`config.mk`:
```
export PLATFORM = sky130hd
export DESIGN_NAME = mul_unit_pipe
export DESIGN_NICKNAME = d
export VERILOG_FILES = /design/src/rtl/Instruction_pkg.sv /design/src/rtl/Modules_pkg.sv /design/src/rtl/signed_mult_core.sv /design/src/rtl/mul_unit_pipe.sv
export SDC_FILE = /design/constraint.sdc
export NUM_CORES = 2
export LEC_CHECK = 0
export CELL_PAD_IN_SITES_DETAIL_PLACEMENT = 2
export CELL_PAD_IN_SITES_GLOBAL_PLACEMENT = 2
export CORE_UTILIZATION = 43
export DETAILED_ROUTE_END_ITERATION = 8
export GPL_TIMING_DRIVEN = 0
export PLACE_DENSITY_LB_ADDON = 0.12
export SKIP_CTS_REPAIR_TIMING = 1
export SYNTH_ARGS = -nofsm -noshare
export SYNTH_HDL_FRONTEND = slang
export SYNTH_SLANG_ARGS = --single-unit
```
`constraint.sdc`:
```
create_clock -name clk_i -period 10.89 [get_ports clk_i]
set_input_delay 1.089 -clock clk_i [delete_from_list [all_inputs] [get_ports clk_i]]
set_output_delay 1.089 -clock clk_i [all_outputs]
set_load 0.05 [all_outputs]
```
`src/rtl/Instruction_pkg.sv`:
```
// rtl/Instruction_pkg.sv - instruction-level enumerations shared across the core
package Instruction_pkg;

   // Codes 4..7 are unassigned and must produce a zero result.
   typedef enum logic [2:0] {
      MUL_    = 3'd0,
      MULH_   = 3'd1,
      MULHSU_ = 3'd2,
      MULHU_  = 3'd3
   } mul_ops_e;

endpackage

```
`src/rtl/Modules_pkg.sv`:
```
// rtl/Modules_pkg.sv - shared module-level types and limits
package Modules_pkg;

   import Instruction_pkg::*;

   localparam int MUL_MAX_STAGES = 6;
   localparam int MUL_MAX_TAG_W  = 16;

   // Tag field is sized for the widest user; narrower tags are zero-extended.
   typedef struct packed {
      logic                     valid;
      mul_ops_e                 op;
      logic [MUL_MAX_TAG_W-1:0] tag;
   } mul_stage_s;

endpackage

```
`src/rtl/signed_mult_core.sv`:
```
// rtl/signed_mult_core.sv - W x W signed multiplier followed by LAT enable-gated registers
module signed_mult_core #(
   parameter int W   = 33,
   parameter int LAT = 2
) (
   input  logic           clk_i,
   input  logic           ce_i,
   input  logic [W-1:0]   a_i,
   input  logic [W-1:0]   b_i,
   output logic [2*W-1:0] p_o
);

   logic [2*W-1:0] a_x;
   logic [2*W-1:0] b_x;
   logic [2*W-1:0] prod;
   logic [2*W-1:0] pipe_d [LAT];
   logic [2*W-1:0] pipe_q [LAT];

   // Sign-extending to full width lets a plain modular multiply yield the signed product.
   assign a_x  = {{W{a_i[W-1]}}, a_i};
   assign b_x  = {{W{b_i[W-1]}}, b_i};
   assign prod = a_x * b_x;

   always_comb begin
      for (int i = 0; i < LAT; i++) begin
         pipe_d[i] = pipe_q[i];
      end
      if (ce_i) begin
         pipe_d[0] = prod;
         for (int i = 1; i < LAT; i++) begin
            pipe_d[i] = pipe_q[i-1];
         end
      end
   end

   always_ff @(posedge clk_i) begin
      for (int i = 0; i < LAT; i++) begin
         pipe_q[i] <= pipe_d[i];
      end
   end

   assign p_o = pipe_q[LAT-1];

endmodule

```
`src/rtl/mul_unit_pipe.sv`:
```
// rtl/mul_unit_pipe.sv - pipelined RV32M/RV64M multiply unit with valid/tag tracking, stall and flush
module mul_unit_pipe
   import Instruction_pkg::*;
   import Modules_pkg::*;
#(
   parameter int XLEN   = 32,
   parameter int STAGES = 3,
   parameter int TAG_W  = 5
) (
   input  logic             clk_i,
   input  logic             rst_i,
   input  logic             clk_en_i,
   input  logic             flush_i,
   input  logic             valid_i,
   input  mul_ops_e         ops_i,
   input  logic [XLEN-1:0]  multiplicand_i,
   input  logic [XLEN-1:0]  multiplier_i,
   input  logic [TAG_W-1:0] tag_i,
   output logic             valid_o,
   output logic [XLEN-1:0]  result_o,
   output logic [TAG_W-1:0] tag_o,
   output logic             busy_o
);

   localparam int PW = 2 * (XLEN + 1);

   mul_stage_s    meta_d [STAGES];
   mul_stage_s    meta_q [STAGES];
   logic [XLEN:0] a_ext_d, a_ext_q;
   logic [XLEN:0] b_ext_d, b_ext_q;
   logic [PW-1:0] prod;
   logic          sign_a, sign_b;
   mul_stage_s    out_s;
   logic          prod_unused;

   always_comb begin
      sign_a  = (ops_i == MUL_) || (ops_i == MULH_) || (ops_i == MULHSU_);
      sign_b  = (ops_i == MUL_) || (ops_i == MULH_);
      a_ext_d = a_ext_q;
      b_ext_d = b_ext_q;
      for (int i = 0; i < STAGES; i++) begin
         meta_d[i] = meta_q[i];
      end
      if (clk_en_i) begin
         a_ext_d         = {sign_a & multiplicand_i[XLEN-1], multiplicand_i};
         b_ext_d         = {sign_b & multiplier_i[XLEN-1], multiplier_i};
         meta_d[0].valid = valid_i;
         meta_d[0].op    = ops_i;
         meta_d[0].tag   = MUL_MAX_TAG_W'(tag_i);
         for (int i = 1; i < STAGES; i++) begin
            meta_d[i] = meta_q[i-1];
         end
      end
      // Flush only kills the valid bits; stale data behind them is harmless.
      if (flush_i) begin
         for (int i = 0; i < STAGES; i++) begin
            meta_d[i].valid = 1'b0;
         end
      end
   end

   always_ff @(posedge clk_i) begin
      if (rst_i) begin
         for (int i = 0; i < STAGES; i++) begin
            meta_q[i] <= '0;
         end
      end else begin
         for (int i = 0; i < STAGES; i++) begin
            meta_q[i] <= meta_d[i];
         end
      end
   end

   always_ff @(posedge clk_i) begin
      a_ext_q <= a_ext_d;
      b_ext_q <= b_ext_d;
   end

   signed_mult_core #(
      .W   (XLEN + 1),
      .LAT (STAGES - 1)
   ) u_core (
      .clk_i (clk_i),
      .ce_i  (clk_en_i),
      .a_i   (a_ext_q),
      .b_i   (b_ext_q),
      .p_o   (prod)
   );

   assign out_s = meta_q[STAGES-1];

   always_comb begin
      valid_o  = out_s.valid;
      result_o = '0;
      tag_o    = '0;
      if (out_s.valid) begin
         tag_o = out_s.tag[TAG_W-1:0];
         case (out_s.op)
            MUL_:                   result_o = prod[XLEN-1:0];
            MULH_, MULHSU_, MULHU_: result_o = prod[2*XLEN-1:XLEN];
            default:                result_o = '0;
         endcase
      end
   end

   always_comb begin
      busy_o = 1'b0;
      for (int i = 0; i < STAGES; i++) begin
         busy_o = busy_o | meta_q[i].valid;
      end
   end

   // The two product MSBs only exist to hold the extended sign and are never selected.
   assign prod_unused = ^{prod[PW-1:2*XLEN], out_s.tag};

endmodule

```
==> Word level (Yosys, flattened, before mapping) <==
Memories as Yosys holds them, arrays and structs flattened.
Index checks and enable logic that the tools add are counted.
{ "word_totals": {"regBits": 66, "mem_bits_rw": 192, "inputBits": 77, "output_inout_bits": 39, "word_cells": 36, "mem_count": 2} }
{ "mem_list": {"columns": ["name", "words", "width", "rd", "rd_clocked_by_memory_dff", "write_ports", "line", "rtl"], "rows": [
  ["u_core.pipe_q", 2, 66, 2, 0, 2, "signed_mult_core.sv:17", "logic [2*W-1:0] pipe_q [LAT];"],
  ["meta_q", 3, 20, 3, 0, 3, "mul_unit_pipe.sv:28", "mul_stage_s meta_q [STAGES];"]
]} }
{ "op_classes": {"mul": 1, "n_eq_ne": 5, "muxes": 14, "bitwise": 7, "reduce_logical": 5} }
{ "ops": {"columns": ["op", "count"], "rows": [
  ["132-bit two-way mux", 1],
  ["33-bit by 33-bit multiplier with 66-bit output", 1],
  ["32-bit one-hot mux with 2 select lines", 1],
  ["20-bit two-way mux", 3],
  ["60-bit two-way mux", 1],
  ["32-bit two-way mux", 1],
  ["3-bit by 2-bit equality test with 1-bit output, second input constant", 3],
  ["3-bit by 1-bit equality test with 1-bit output, second input constant", 2],
  ["3-bit zero test", 2],
  ["1-bit two-way mux", 6],
  ["5-bit two-way mux", 1],
  ["1-bit OR", 5],
  ["3-bit OR reduction", 1],
  ["1-bit AND", 2],
  ["1-bit logical OR", 2]
]} }

==> Longest topological paths before layout <==
{ "logic_depth": {"ltp_word": 4, "ltp_mapped": 28} }

==> By module <==
Synthesis repeated with hierarchy kept, for this count alone.
{ "unflattened": {"cells_unflattened": 4730, "hier_area_um2": 47331.6} }
{ "by_module_without_submodules": {"columns": ["mod", "n_inst", "cells_per_inst", "area_each_um2", "seq_area_each_um2"], "rows": [
  ["signed_mult_core", 1, 4454, 43631.8, 3963.8],
  ["mul_unit_pipe", 1, 276, 3699.8, 2522.4]
]} }

==> Least setup slack after synthesis <==
OpenSTA, ideal clock, no wires.
{ "synth_timing": {"kind": "register -> register", "startpoint": "reg a_ext_q[32]", "endpoint": "mem u_core.pipe_q[0][62] (netlist name) (data pin)", "setup_time_ns": 0.157, "arrival_ns": 7.871, "t_required_ns": 10.733, "path_slack_ns": 2.862, "stages_incl_launch_ff": 29, "path_buffers": 2, "synth_period_minus_slack_ns": 8.028, "cell_sequence": "edfxtp_1 clkbuf_1 nand2_1 inv_1 fa_1 inv_1 fa_1 inv_1 fa_1 inv_1 fa_1 inv_1 fa_1 fa_1 inv_1 fa_1 fa_1 inv_1 ha_1 clkbuf_1 a21oi_1 nor2b_1 o21a_1 nor2_1 o21ai_0 a21o_1 a21oi_1 mux2_2 nor3_1"} }
{ "synth_rtl": {"columns": ["element", "line", "rtl"], "rows": [
  ["start: declaration", "mul_unit_pipe.sv:29", "logic [XLEN:0] a_ext_d, a_ext_q;"],
  ["start signal: assignment", "mul_unit_pipe.sv:75", "a_ext_q <= a_ext_d;"],
  ["end: declaration", "signed_mult_core.sv:17", null]
]} }

==> impl_metrics.tcl <==
set metrics [dict create \
    synth_adder_area_share 0.5515 \
    core_mm2 0.1053 \
    syn-instance-count 4526 \
    floorplan.initialDensity 0.4336 \
    die-area_mm2 0.1075 \
    post-synth-top-area-cell "fa_1" \
    wl_um 195200 \
    post_route_cells_drive_above_1_share 0.01427 \
    grt_start_max_net_pins 132 \
    cts.sinks 221 \
    r2r_start "b_ext_q[6]" \
    io_pins 116 \
    tritoncts.num_buffers 29 \
    grt_pass1_wl_um 279200 \
    slew_of_the_pin_with_the_lowest_slew_margin_ns 1.464 \
    area_overhead_vs_synth_pct 8.525 \
    worst_setup_hold_path_clk_slew_ns 0.06 \
    htreeDepth 1 \
    drt-pass1-iter-count 5 \
    synth_async_sr_flop_share 0 \
    worst_setup_path_end_kind "flip-flop" \
    cts.path.max_buffers 3 \
    gr-usage-all-layers 0.3728 \
    start_kind "flip-flop" \
    antenna_found_initial 21 \
    summed_instance_area_of_the_synthesized_netlist_mm2 0.04565 \
    ys.flop_type "edfxtp_1" \
    synth_commonest_cells "fa_1 (1125), inv_1 (1098), nand2_1 (559)" \
    finalClockSkew_ns 0.02599 \
    max_freq_ghz 0.09760 \
    fp.dieH_um 327.8 \
    placement_rows 119 \
    nets 6086 \
    timing.final.crit_period_ns 10.25 \
    run_status "complete, no violations" \
    layout_worst_path_cycle_share 0.9408 \
    post_synth_mux_area_share 0.006387 \
    cts_root_buf "clkbuf_16" \
    cts_tree "yes" \
    r2r_end "u_core.pipe_q[0][63]" \
    cp.arrival_ns 10.69 \
    crit_end "u_core.pipe_q[0][63]" \
    core_occupancy_in_the_finished_layout 0.4706 \
    via_per_inst 5.588 \
    syn_area_per_cell_um2 10.09 \
    reg2regPathDepth 27 \
    dieWidth_um 327.8 \
    synth_most_common_cell "fa_1" \
    detailed_place_hpwl_um 162300 \
    hp-class "flip-flop to flip-flop" \
    criticalPathCategory "flip-flop to flip-flop" \
    yosys.area_share.simple 0.1449 \
    worst_hold_path.num_cells 0 \
    wl_per_cell_um 32.02 \
    setup.worst_path.start "b_ext_q[6]" \
    critical_path_required_ns 11.34 \
    hold_slack_ns 0.4151 \
    yosysSeqAreaShare 0.1395 \
    setup_viol_count_final 0 \
    remaining_drc_errors 0 \
    max_cap_violations 0 \
    synth_xor_xnor_area_share 0.01362 \
    synth_seq_cells 221 \
    drt_iter0_drc 2594 \
    num_vias 34070 \
    yosys_warnings 0 \
    mappedNetlistNets 5940 \
    final.setup.tns_ns 0 \
    synth_top_cells_by_area "fa_1 (49%), edfxtp_1 (13%), inv_1 (9.0%), and2_1 (7.5%), ha_1 (5.8%)" \
    critical_path.max_fanout 13 \
    yosys.cell_types.count 60 \
    antenna_violating_nets_post_route 0 \
    final_max_slew_viol_count 0 \
    vias_in_the_first_global_route 39530 \
    timing.max_slew.rel_slack 0.02408 \
    grt-ovfl-total 0 \
    buffer_ports.inserted 114 \
    grt_setup_unrepaired "false" \
    synth_enable_flop_cells 194 \
    clk-insertion-delay-late_ns 0.65 \
    synth_top_cell_area_share 0.4934 \
    regToRegSetupSlack_ns 0.64 \
    gp_routability_congestion 0.9959 \
    hold_fails_final_rpt 0 \
    synth_compound_area_frac 0.03465 \
    main_combinational_cell_family_by_area_after_synthesis "adder cells" \
]
## worst min-delay path by stage
stage | startpoint | to | slack [ns]
4_1_cts | u_core.pipe_q[0][13] | u_core.pipe_q[0][79] | 0.42
6_report | u_core.pipe_q[0][13] | u_core.pipe_q[0][79] | 0.42
3_5_place_dp | u_core.pipe_q[0][34] | u_core.pipe_q[0][100] | 0.41
2_1_floorplan | u_core.pipe_q[0][34] | u_core.pipe_q[0][100] | 0.40
3_3_place_gp | u_core.pipe_q[0][53] | u_core.pipe_q[0][119] | 0.40
5_1_grt | u_core.pipe_q[0][41] | u_core.pipe_q[0][107] | 0.43
## through the flow
step / worst slack [ns] / area, um2 / std cells
finish: 0.6441 / 49540 / 6097
global route: 0.3964 / 49510 / 6086
CTS: 0.5041 / 49510 / 6086
detailed placement: 0.5384 / 48560 / 6032
global placement: 0.7878 / 48530 / 6031
floorplan: 2.862 / 45650 / 4526
## layout make-up
cell class                 count  area (um2)
antenna                       11       27.53
buffer                       228       875.8
inverter                    1098        4121
timing repair buffer         115        1174
clock inverter                14       107.6
fill                       11190       55730
sequential                   221        6366
tap                         1391        1740
multi-input combinational   2979       34290
clock buffer                  40       839.6
## registers in the layout, summed over array words and instances, names as in the netlist
signal and count:
a_ext_q 33, u_core.pipe_q 128, meta_q 27, b_ext_q 33
## kinds of logic (layout without fill, tap and decap cells)
family          after synthesis  count (layout)
simple gates               1311            1311
xor+xnor                     71              71
flops                       221             221
mux                          29              29
compound gates              231             231
other cells                   0              11
fa+ha+maj                  1337            1337
buf+inv                    1326            1495
## layout by cell type (no fill, tap or decap), types with 61 or more instances in the layout
| master | instances |
|---|---|
| fa_1 | 1124 |
| clkdlybuf4s50_1 | 113 |
| and2_1 | 546 |
| inv_1 | 1098 |
| clkbuf_1 | 228 |
| ha_1 | 212 |
| nand2_1 | 559 |
| edfxtp_1 | 194 |
| nor2_1 | 71 |
| a21oi_1 | 61 |
| nor2b_1 | 63 |
## metal layers
| metal | global-route usage | vias to the layer above | part of all wire |
|---|---|---|---|
| met2 | 0.5966 | 1552 | 0.47 |
| met3 | 0.05483 | 514 | 0.073 |
| met1 | 0.4602 | 18510 | 0.37 |
| met5 | 0 | - | 0 |
| li1 | - | 13500 | - |
| met4 | 0.2773 | 0 | 0.089 |
## critical path, stage by stage, from the launching register on
cell      delay (ns)
edfxtp_1        0.75
clkbuf_1        0.94
nand2_1         0.34
inv_1           0.19
fa_1            0.42
inv_1           0.29
fa_1            0.52
inv_1           0.22
fa_1            0.49
inv_1           0.09
fa_1            0.56
inv_1           0.65
fa_1            0.57
fa_1            0.54
fa_1            0.51
inv_1           0.05
fa_1            0.62
inv_1           0.08
ha_1            0.36
nand2_1         0.15
nor2_1          0.20
nand3_1         0.14
o221ai_1        0.18
a21oi_1         0.06
o21ai_0         0.37
a31oi_4         0.13
o211a_1         0.31
a311oi_2        0.27
Power is left out: the tool's default activity adds up to more than one toggle a clock period on the data nets, which glitch-free logic cannot reach.
